`config.mk`:
```
export PLATFORM = sky130hd
export DESIGN_NAME = input_unit
export DESIGN_NICKNAME = d
export VERILOG_FILES = /design/src/rtl/noc_pkg.sv /design/src/rtl/flit_fifo.sv /design/src/rtl/input_unit.sv
export SDC_FILE = /design/constraint.sdc
export NUM_CORES = 1
export LEC_CHECK = 0
export ABC_AREA = 1
export BUFFER_PORTS_ARGS = -buffer_cell sky130_fd_sc_hd__buf_2
export CAP_MARGIN = 15
export CORE_MARGIN = 2
export CORE_UTILIZATION = 40
export DETAILED_ROUTE_END_ITERATION = 12
export PLACE_DENSITY = 0.55
export SYNTH_ARGS = -nofsm -noshare
export SYNTH_HDL_FRONTEND = slang
export SYNTH_SLANG_ARGS = --single-unit
```
`constraint.sdc`:
```
create_clock -name clk -period 4.32 [get_ports clk]
set_input_delay 0.864 -clock clk [delete_from_list [all_inputs] [get_ports clk]]
set_output_delay 0.864 -clock clk [all_outputs]
set_load 0.02 [all_outputs]
```
`src/rtl/noc_pkg.sv`:
```
// Shared NoC definitions: flit format, route indices and the XY route function.
package noc_pkg;

   localparam int WORD_WIDTH = 32;

   typedef enum logic [1:0] {
      HEAD = 2'b10,
      BODY = 2'b00,
      TAIL = 2'b01
   } flit_type_e;

   localparam int TYPE_MSB  = 31;
   localparam int TYPE_LSB  = 30;
   localparam int DST_Y_MSB = 23;
   localparam int DST_Y_LSB = 21;
   localparam int DST_X_MSB = 20;
   localparam int DST_X_LSB = 18;

   localparam int LOC = 4;
   localparam int E   = 3;
   localparam int W   = 2;
   localparam int S   = 1;
   localparam int N   = 0;

   // The unused code 2'b11 decodes as BODY so it never opens or closes a packet.
   function automatic flit_type_e flit_type(input logic [1:0] code);
      case (code)
         2'b10:   return HEAD;
         2'b01:   return TAIL;
         default: return BODY;
      endcase
   endfunction

   // Dimension-ordered routing: resolve X first, then Y, else deliver locally.
   function automatic logic [4:0] route(input logic [2:0] dst_x, input logic [2:0] dst_y,
                                        input logic [2:0] here_x, input logic [2:0] here_y);
      logic [4:0] r;
      r = '0;
      if (dst_x > here_x)      r[E]   = 1'b1;
      else if (dst_x < here_x) r[W]   = 1'b1;
      else if (dst_y > here_y) r[S]   = 1'b1;
      else if (dst_y < here_y) r[N]   = 1'b1;
      else                     r[LOC] = 1'b1;
      return r;
   endfunction

endpackage

```
`src/rtl/flit_fifo.sv`:
```
// Flit buffer: power-of-2 circular FIFO with first-word-fall-through read.
// A push while full is dropped unless a pop happens on the same edge.
module flit_fifo #(
   parameter int DEPTH      = 8,
   parameter int WORD_WIDTH = 32
) (
   input  logic                    clk,
   input  logic                    reset,
   input  logic                    push,
   input  logic [WORD_WIDTH-1:0]   wdata,
   input  logic                    pop,
   output logic [WORD_WIDTH-1:0]   rdata,
   output logic                    full,
   output logic                    empty,
   output logic [$clog2(DEPTH):0]  count
);

   localparam int AW = $clog2(DEPTH);

   logic [WORD_WIDTH-1:0] mem [DEPTH];
   logic [AW-1:0]         wr_ptr;
   logic [AW-1:0]         rd_ptr;
   logic                  do_push;
   logic                  do_pop;

   assign full    = (count == (AW+1)'(DEPTH));
   assign empty   = (count == '0);
   assign do_push = push && (!full || pop);
   assign do_pop  = pop && !empty;
   assign rdata   = mem[rd_ptr];

   // Storage array; contents need no reset because count guards every read.
   always_ff @(posedge clk) begin
      if (do_push) mem[wr_ptr] <= wdata;
   end

   // Pointers wrap naturally at DEPTH; count tracks occupancy.
   always_ff @(posedge clk or posedge reset) begin
      if (reset) begin
         wr_ptr <= '0;
         rd_ptr <= '0;
         count  <= '0;
      end else begin
         if (do_push) wr_ptr <= wr_ptr + AW'(1);
         if (do_pop)  rd_ptr <= rd_ptr + AW'(1);
         case ({do_push, do_pop})
            2'b10:   count <= count + (AW+1)'(1);
            2'b01:   count <= count - (AW+1)'(1);
            default: count <= count;
         endcase
      end
   end

endmodule

```
`src/rtl/input_unit.sv`:
```
// Router input port: buffers upstream flits, computes the XY route from the
// packet head, requests the crossbar and streams the packet out.
//
// state | meaning
// IDLE  | waiting for a HEAD at the FIFO head; stray non-HEAD flits are dropped
// REQ   | route latched; req raised one cycle later, then wait for grant
// XFER  | granted; pop one flit per cycle while stop_in is low, until TAIL
module input_unit #(
   parameter int         WORD_WIDTH = 32,
   parameter int         DEPTH      = 8,
   parameter logic [2:0] ROUTER_X   = 3'd0,
   parameter logic [2:0] ROUTER_Y   = 3'd0
) (
   input  logic                  clk,
   input  logic                  reset,
   input  logic [WORD_WIDTH-1:0] DataIn,
   input  logic                  DataVoidIn,
   output logic                  stop_out,
   output logic [WORD_WIDTH-1:0] data_out,
   output logic                  void_out,
   output logic [4:0]            req,
   input  logic                  grant,
   input  logic                  stop_in,
   output logic                  overflow_err,
   output logic                  framing_err
);

   import noc_pkg::*;

   localparam int CW = $clog2(DEPTH) + 1;
   localparam logic [CW-1:0] STOP_LEVEL = CW'(DEPTH - 3);

   typedef enum logic [1:0] {IDLE, REQ, XFER} state_e;

   state_e                state, state_nxt;
   logic [WORD_WIDTH-1:0] head;
   logic                  full, empty, push, push_ok, pop;
   logic [CW-1:0]         count, count_nxt;
   logic [4:0]            route_q, route_nxt, req_nxt;
   logic [WORD_WIDTH-1:0] data_nxt;
   logic                  void_nxt, first_q, first_nxt, frame_set;
   flit_type_e            head_type;

   assign push      = !DataVoidIn;
   assign push_ok   = push && (!full || pop);
   assign head_type = flit_type(head[TYPE_MSB:TYPE_LSB]);

   flit_fifo #(.DEPTH(DEPTH), .WORD_WIDTH(WORD_WIDTH)) u_fifo (
      .clk   (clk),
      .reset (reset),
      .push  (push),
      .wdata (DataIn),
      .pop   (pop),
      .rdata (head),
      .full  (full),
      .empty (empty),
      .count (count)
   );

   // Next-state, pop decision and next values of the registered outputs.
   always_comb begin
      state_nxt = state;
      route_nxt = route_q;
      req_nxt   = req;
      data_nxt  = '0;
      void_nxt  = 1'b1;
      first_nxt = first_q;
      pop       = 1'b0;
      frame_set = 1'b0;
      case (state)
         IDLE: begin
            if (!empty) begin
               if (head_type == HEAD) begin
                  route_nxt = route(head[DST_X_MSB:DST_X_LSB], head[DST_Y_MSB:DST_Y_LSB],
                                    ROUTER_X, ROUTER_Y);
                  state_nxt = REQ;
               end else begin
                  pop       = 1'b1;
                  frame_set = 1'b1;
               end
            end
         end
         REQ: begin
            // grant only counts once req is actually visible to the arbiter
            if (req == '0) begin
               req_nxt = route_q;
            end else if (grant) begin
               state_nxt = XFER;
               first_nxt = 1'b1;
            end
         end
         XFER: begin
            if (!empty && !stop_in) begin
               pop       = 1'b1;
               data_nxt  = head;
               void_nxt  = 1'b0;
               first_nxt = 1'b0;
               if (head_type == TAIL) begin
                  state_nxt = IDLE;
                  req_nxt   = '0;
               end else if (head_type == HEAD && !first_q) begin
                  frame_set = 1'b1;
               end
            end
         end
         default: state_nxt = IDLE;
      endcase
   end

   // Occupancy after this edge, used to raise backpressure with 3 slots of slack.
   always_comb begin
      case ({push_ok, pop})
         2'b10:   count_nxt = count + CW'(1);
         2'b01:   count_nxt = count - CW'(1);
         default: count_nxt = count;
      endcase
   end

   // State and registered outputs.
   always_ff @(posedge clk or posedge reset) begin
      if (reset) begin
         state        <= IDLE;
         route_q      <= '0;
         req          <= '0;
         data_out     <= '0;
         void_out     <= 1'b1;
         first_q      <= 1'b0;
         stop_out     <= 1'b1;
         overflow_err <= 1'b0;
         framing_err  <= 1'b0;
      end else begin
         state        <= state_nxt;
         route_q      <= route_nxt;
         req          <= req_nxt;
         data_out     <= data_nxt;
         void_out     <= void_nxt;
         first_q      <= first_nxt;
         stop_out     <= (count_nxt >= STOP_LEVEL);
         overflow_err <= overflow_err | (push && full && !pop);
         framing_err  <= framing_err | frame_set;
      end
   end

endmodule

```
; ---- After elaboration in Yosys (flattened, before gate mapping)
; Memories as Yosys holds them, arrays and structs flattened.
; Cells that the tools add are included.
[classes]
n_lt_le_gt_ge = 5
mux = 43
bitwise_logic = 3
n_addsub = 4
reduce_logical = 22
n_eq_ne = 18
[op_table]
columns = cell, n
row1 = 32-bit two-way mux, 2
row2 = 1-bit two-way mux, 22
row3 = 4-bit one-hot mux with 2 select lines, 2
row4 = 5-bit two-way mux, 3
row5 = 2-bit two-way mux, 7
row6 = "2-bit != test, second input constant", 7
row7 = "2-bit by 1-bit equality test with 1-bit output, second input constant", 5
row8 = "2-bit equality test, second input constant", 5
row9 = 5-bit one-hot mux with 2 select lines, 1
row10 = 4-bit AND reduction, 2
row11 = "3-bit by 1-bit adder with 3-bit output, second input constant", 2
row12 = "3-bit by 1-bit greater-than comparator with 1-bit output, second input constant", 2
row13 = 1-bit logical AND, 6
row14 = 1-bit zero test, 6
row15 = "3-bit by 1-bit less-than comparator with 1-bit output, second input constant", 2
row16 = 1-bit one-hot mux with 2 select lines, 3
row17 = 2-bit one-hot mux with 3 select lines, 1
row18 = 6-bit AND reduction, 1
row19 = 5-bit zero test, 1
row20 = "4-bit by 1-bit adder with 4-bit output, second input constant", 1
row21 = "4-bit equality test, second input constant", 1
row22 = "4-bit by 3-bit greater-or-equal comparator with 1-bit output, second input constant", 1
row23 = 4-bit zero test, 1
row24 = 2-bit one-hot mux with 2 select lines, 1
row25 = 8 further kinds, 10
[word_totals]
n_memories = 1
elab_cells = 108
inputBits = 37
ram_bits = 256
regBits = 59
[memory_table]
columns = name, words, word_bits, rd, rd_clocked_by_memory_dff, wr, line
row1 = u_fifo.mem, 8, 32, 1, 0, 1, flit_fifo.sv:20  ; logic [WORD_WIDTH-1:0] mem [DEPTH];

; ---- Longest topological paths before layout
; An unclocked memory read counts as a cell.
[depth]
word_depth = 12
ltp_mapped = 17

; ---- By module
; Synthesis repeated with hierarchy kept, for this count alone.
[hier_totals]
hier_cells = 1404
area_unflattened_um2 = 13561.8
[modules_own_cells]
columns = module, seq_area_each_um2, cells_each, area_each_um2, n_inst
row1 = flit_fifo, 7937.6, 1196, 11674.9, 1
row2 = input_unit, 1128.6, 208, 1886.8, 1

; ---- Worst setup path before layout
; Ideal clock, no wire load.
[synth_timing]
path_type = register to register
startpoint = register u_fifo.count[0]
endpoint = memory u_fifo.mem[2][0] (enable)
setup_ns = 0.421
path_slack_ns = 1.198
n_path_buf = 0
stages_incl_launch_ff = 10
t_arrival_ns = 2.701
cell_sequence = dfrtp_1 inv_1 ha_1 nand2_1 nor2_1 nor3_2 nand2_4 nand3_4 nand3_2 nor2_1
[synth_via]
elab_chain_cells = 9
word_cells_on_any_way = 12
cone_classes = 1 x eq/ne / 5 x mux / 6 x reduce/logical
[synth_lines]
columns = item, line
row1 = start: declaration, flit_fifo.sv:15  ; output logic [$clog2(DEPTH):0] count
row2 = start signal: assignment, flit_fifo.sv:47  ; 2'b10: count <= count + (AW+1)'(1);
row3 = start signal: assignment, flit_fifo.sv:48  ; 2'b01: count <= count - (AW+1)'(1);
row4 = start signal: assignment, flit_fifo.sv:49  ; default: count <= count;
row5 = 4-bit zero test, flit_fifo.sv:27  ; assign empty = (count == '0);
row6 = 1-bit zero test, input_unit.sv:93  ; if (!empty && !stop_in) begin
row7 = 1-bit logical AND, input_unit.sv:93
row8 = 1-bit two-way mux, input_unit.sv:93
row9 = 1-bit one-hot mux with 2 select lines, input_unit.sv:70  ; case (state)
row10 = 1-bit logical OR (*), flit_fifo.sv:28  ; assign do_push = push && (!full || pop);
row11 = 1-bit logical AND (*), flit_fifo.sv:28
row12 = 1-bit two-way mux (*), flit_fifo.sv:34  ; if (do_push) mem[wr_ptr] <= wdata;
row13 = 1-bit two-way mux (not written as such) (*), flit_fifo.sv:34
row14 = end: declaration, flit_fifo.sv:20
; Mark *: on every way between the ends. The rest lies on a longest branch, timed or not.

; ---- Worst setup path after layout
[layout_timing]
startpoint = register u_fifo.rd_ptr[0]
endpoint = memory u_fifo.mem[0][6] (enable)
[layout_via]
elab_chain_cells = 11
word_cells_on_any_way = 12
cone_classes = 3 x eq/ne / 6 x mux / 2 x reduce/logical / 1 x memory
[layout_lines]
columns = item, line
row1 = start: declaration, flit_fifo.sv:22  ; logic [AW-1:0] rd_ptr;
row2 = start signal: assignment, flit_fifo.sv:45  ; if (do_pop) rd_ptr <= rd_ptr + AW'(1);
row3 = memory read 8 x 32 bit (*), n/a
row4 = 2-bit by 1-bit equality test with 1-bit output / 2-bit equality test (equally long branches), noc_pkg.sv:27  ; case (code)
row5 = 2-bit one-hot mux with 2 select lines (*), noc_pkg.sv:27
row6 = 2-bit equality test (*), input_unit.sv:73  ; if (head_type == HEAD) begin
row7 = 1-bit two-way mux (*), input_unit.sv:73
row8 = 1-bit two-way mux (*), input_unit.sv:72  ; if (!empty) begin
row9 = 1-bit one-hot mux with 2 select lines (*), input_unit.sv:70
row10 = 1-bit logical OR (*), flit_fifo.sv:28
row11 = 1-bit logical AND (*), flit_fifo.sv:28
row12 = 1-bit two-way mux (*), flit_fifo.sv:34
row13 = 1-bit two-way mux (not written as such) (*), flit_fifo.sv:34
; Marked as above.

==> impl_results.md <==
- Setup Viol. Count Final: 0
- Distinct cells, synth: 38
- Post-synth top flop: edfxtp_1
- Syn-to-layout area delta: 15.2%
- Mux cell area share after synthesis: less than 1%
- Worst EP arrival: slightly below 4 ns
- Row cnt: 63
- Status: complete, no violations
- Synth Area in XOR/XNOR: less than 1%
- Layout cells sized above 1: between 15 and 20%
- Required @ worst endpoint: between 4 and 5 ns
- Vias in the first global route: 7207
- Final instance area: 14100 um2
- Switching share of power: about a quarter
- DR vias: between 7000 and 8000
- Yosys warning count: 0
- Unrepaired setup endpoints after global routing: no
- Worst-case clock buffer depth: 3
- Port Buffers: 75
- DRC viols: 0
- Minimum clock period: about 3.7 ns
- Post-synth ARST share: 17.7%
- Hold Fails Final Rpt: 0
- Count leader, synth: edfxtp_1
- Post-Synth Adder-Cell Area: 0.718%
- Initial DRT Pass Iterations: 5
- WHS: slightly below 0.5 ns
- CP max FO: 46
- Lkg Pwr: about 5.1 nW
- Max-cap viol count: 0
- Worst Tran Pin Value: 0.963 ns
- Final net count: about 1100
- Internal Power: between 5 and 6 mW
- CP startpoint kind: register
- Final period util: between 80% and 90%
- Fill cell count: 2716
- Reg-to-reg critical path startpoint: u_fifo.rd_ptr[0]$_DFFE_PP0P_
- Sw Pwr: 1.77 mW
- Core Box Area: just under 30000 um2
- Cell taking the most area after synthesis: edfxtp_1
- Die area: ~32000 um2
- Crit. End Element: register
- Initial Util: between 40 and 50%
- Final Power: ~7.3 mW
- Num CTS Buffers: 35
- Aggregate global-route resource usage: 17.0%
- Mapped cell area: ~12000 um2
- CP Class: register to register
- Routed wire per std cell: 18.2 um
- GP Congestion: around 0.76
- Slew HR: a little over a third
- Hold path start: route_q[1]$_DFFE_PP0P_
- Vias per std cell: slightly above 5
- Synth area leaders: edfxtp_1 63%, dfrtp_1 11%, nor2_1 6.4%, o21ai_0 5.9%, nand2_1 2.1%
- Hold buffer count at CTS: 0
- Synth Area in Simple Gates: 10.8%
- Finished Layout Cells: ~1500
- CTS tree: done
- Peak VDD IR: between 300 and 400 uV
- ANT nets after route: 0
- First-pass GRT wire length: slightly above 40000 um
- Reg power frac: ~52%
- Reg clk slew, reported paths: around 0.06 ns
- Fin Setup TNS: 0 ns
- Post-DP Area: between 10000 and 15000 um2
- Placed cell count: roughly 1400
- Die width: 179 um
- Clk_lat worst skew: approximately 0.52 ns
- Power per cell area: between 500 and 600 nW/um2
- Final Skew: ~0.020 ns
- Combinational family with the most area after synthesis: simple AND/OR/NAND/NOR gates
- CP peak stage delay: between 0.7 and 0.8 ns
- Largest net degree at the start of global routing: ~90
- Routed WL: between 20000 and 30000 um
- Number of gates resized after CTS: 0
- EDFF count, synth: roughly 260
- H-tree levels: 2
- Initial DRC count: just under 600
- Post-CTS Setup Repair Bufs: 0
- Syn Inst Count: about 970
- Max Fclk: around 270 MHz
- Final count of pins violating max slew: 0
- Combinational fraction of design power: under 10%
- # clock sinks: roughly 310
- Initial antenna violation count: 0
- Critical path's slowest cell: dfrtp_4
- Antenna Cells: 0
- Sequence of cells on the critical path: clkinv_2, nand2_1, nand3_1, nand3_1, nand2_1, nand2_2, nand2_4, nand3_4, nand2_4, nor2_4, buf_4
- Top post-synthesis cells by count: 256 x edfxtp_1, 207 x nor2_1, 144 x o21ai_0
- Root Driver: clkbuf_16
- #FFs+latches synth: 311
- Worst Setup SP: u_fifo.rd_ptr[0]$_DFFE_PP0P_
- Avg Inst Size Synth: between 10 and 15 um2
- Power share of the clock group: about two fifths
- Hpwl dp: approximately 15000 um
- Complex-gate fraction of the synthesized area: approximately 9.7%
- Sequential area share after synthesis: around three quarters
- HP Class: register to register
- Die H: roughly 180 um
- Grt total ovfl: 0
- Yosys top cell area share: approximately 63%
- Top-Level Pins: 78
==> metrics by stage <==
step / util, % / worst slack, ns
after floorplan: - / 1.20
after global placement: 43.4 / 0.641
after detailed placement: 43.4 / 0.573
after CTS: 47.2 / 0.577
after global routing: 47.2 / 0.345
final: 47.2 / 0.662
==> layout by cell type (no fill, tap or decap), types with 5 or more instances in the layout <==
cell type	n
nor2_4	8
edfxtp_1	256
clkinv_2	7
a31oi_1	24
clkbuf_16	35
o21ai_0	144
inv_2	5
o21ai_1	9
nand2_2	5
o211ai_1	6
buf_4	13
o22ai_1	27
nand2_1	68
ha_1	7
buf_2	75
dfrtp_1	51
inv_1	37
clkbuf_1	11
nand3_1	34
nor2_1	199
==> registers in the layout, indices dropped and copies added, names as in the netlist <==
signal / cells
u_fifo.mem: 256
data_out: 32
u_fifo.count: 4
req: 3
route_q: 3
u_fifo.rd_ptr: 3
u_fifo.wr_ptr: 3
state: 2
first_q: 1
framing_err: 1
overflow_err: 1
stop_out: 1
void_out: 1
==> power by group through the flow <==
stage                     Sequential [mW]  Clock (mW)  Combinational (mW)
after floorplan                      3.83           0               0.407
after global placement               3.84           0               0.701
after detailed placement             3.84           0               0.712
after CTS                            3.78        2.93               0.715
after global routing                 3.81        3.06               0.782
final                                3.78        2.87               0.696
==> critical path, delay by kind of cell, from the launching register on <==
family | cells | cell delay (ns)
simple gates | 9 | 1.71
buf+inv | 2 | 0.92
flops | 1 | 0.72
==> final cells by class <==
type / instances / area (um2) / share of cell area, %
Clock buffer: 48 / 945 / 6.72
Clock inverter: 15 / 164 / 1.17
Inverter: 43 / 163 / 1.16
Multi-Input combinational cell: 557 / 2730 / 19.4
Sequential cell: 311 / 9070 / 64.5
Tap cell: 390 / 488 / 3.47
Timing Repair Buffer: 89 / 493 / 3.51
==> logic make-up after synthesis <==
group,count (synthesis)
compound gates,217
xor+xnor,7
fa+ha+maj,7
buf+inv,98
flops,311
mux,2
other cells,1
simple gates,322
==> worst paths after layout <==
path	to	slack (ns)	cells after the start
setup / recovery	u_fifo.mem[0][6]$_DFFE_PP_	0.66	11
hold / removal	route_q[1]$_DFFE_PP0P_	0.49	2
setup reg to reg	u_fifo.mem[0][6]$_DFFE_PP_	0.66	11
hold reg to reg	route_q[1]$_DFFE_PP0P_	0.49	2
max in group asynchronous	data_out[11]$_DFF_PP0_	2.93	3
min in group asynchronous	u_fifo.wr_ptr[0]$_DFFE_PP0P_	0.56	2
==> layer usage <==
metal	up-vias	track usage, %	share of wire, %
li1	3565	-	-
met1	3650	24.3	47
met2	168	27.0	46
met3	41	2.79	4.8
met4	0	4.61	2.1
met5	-	0	0
(Power assumes the default switching activity.)
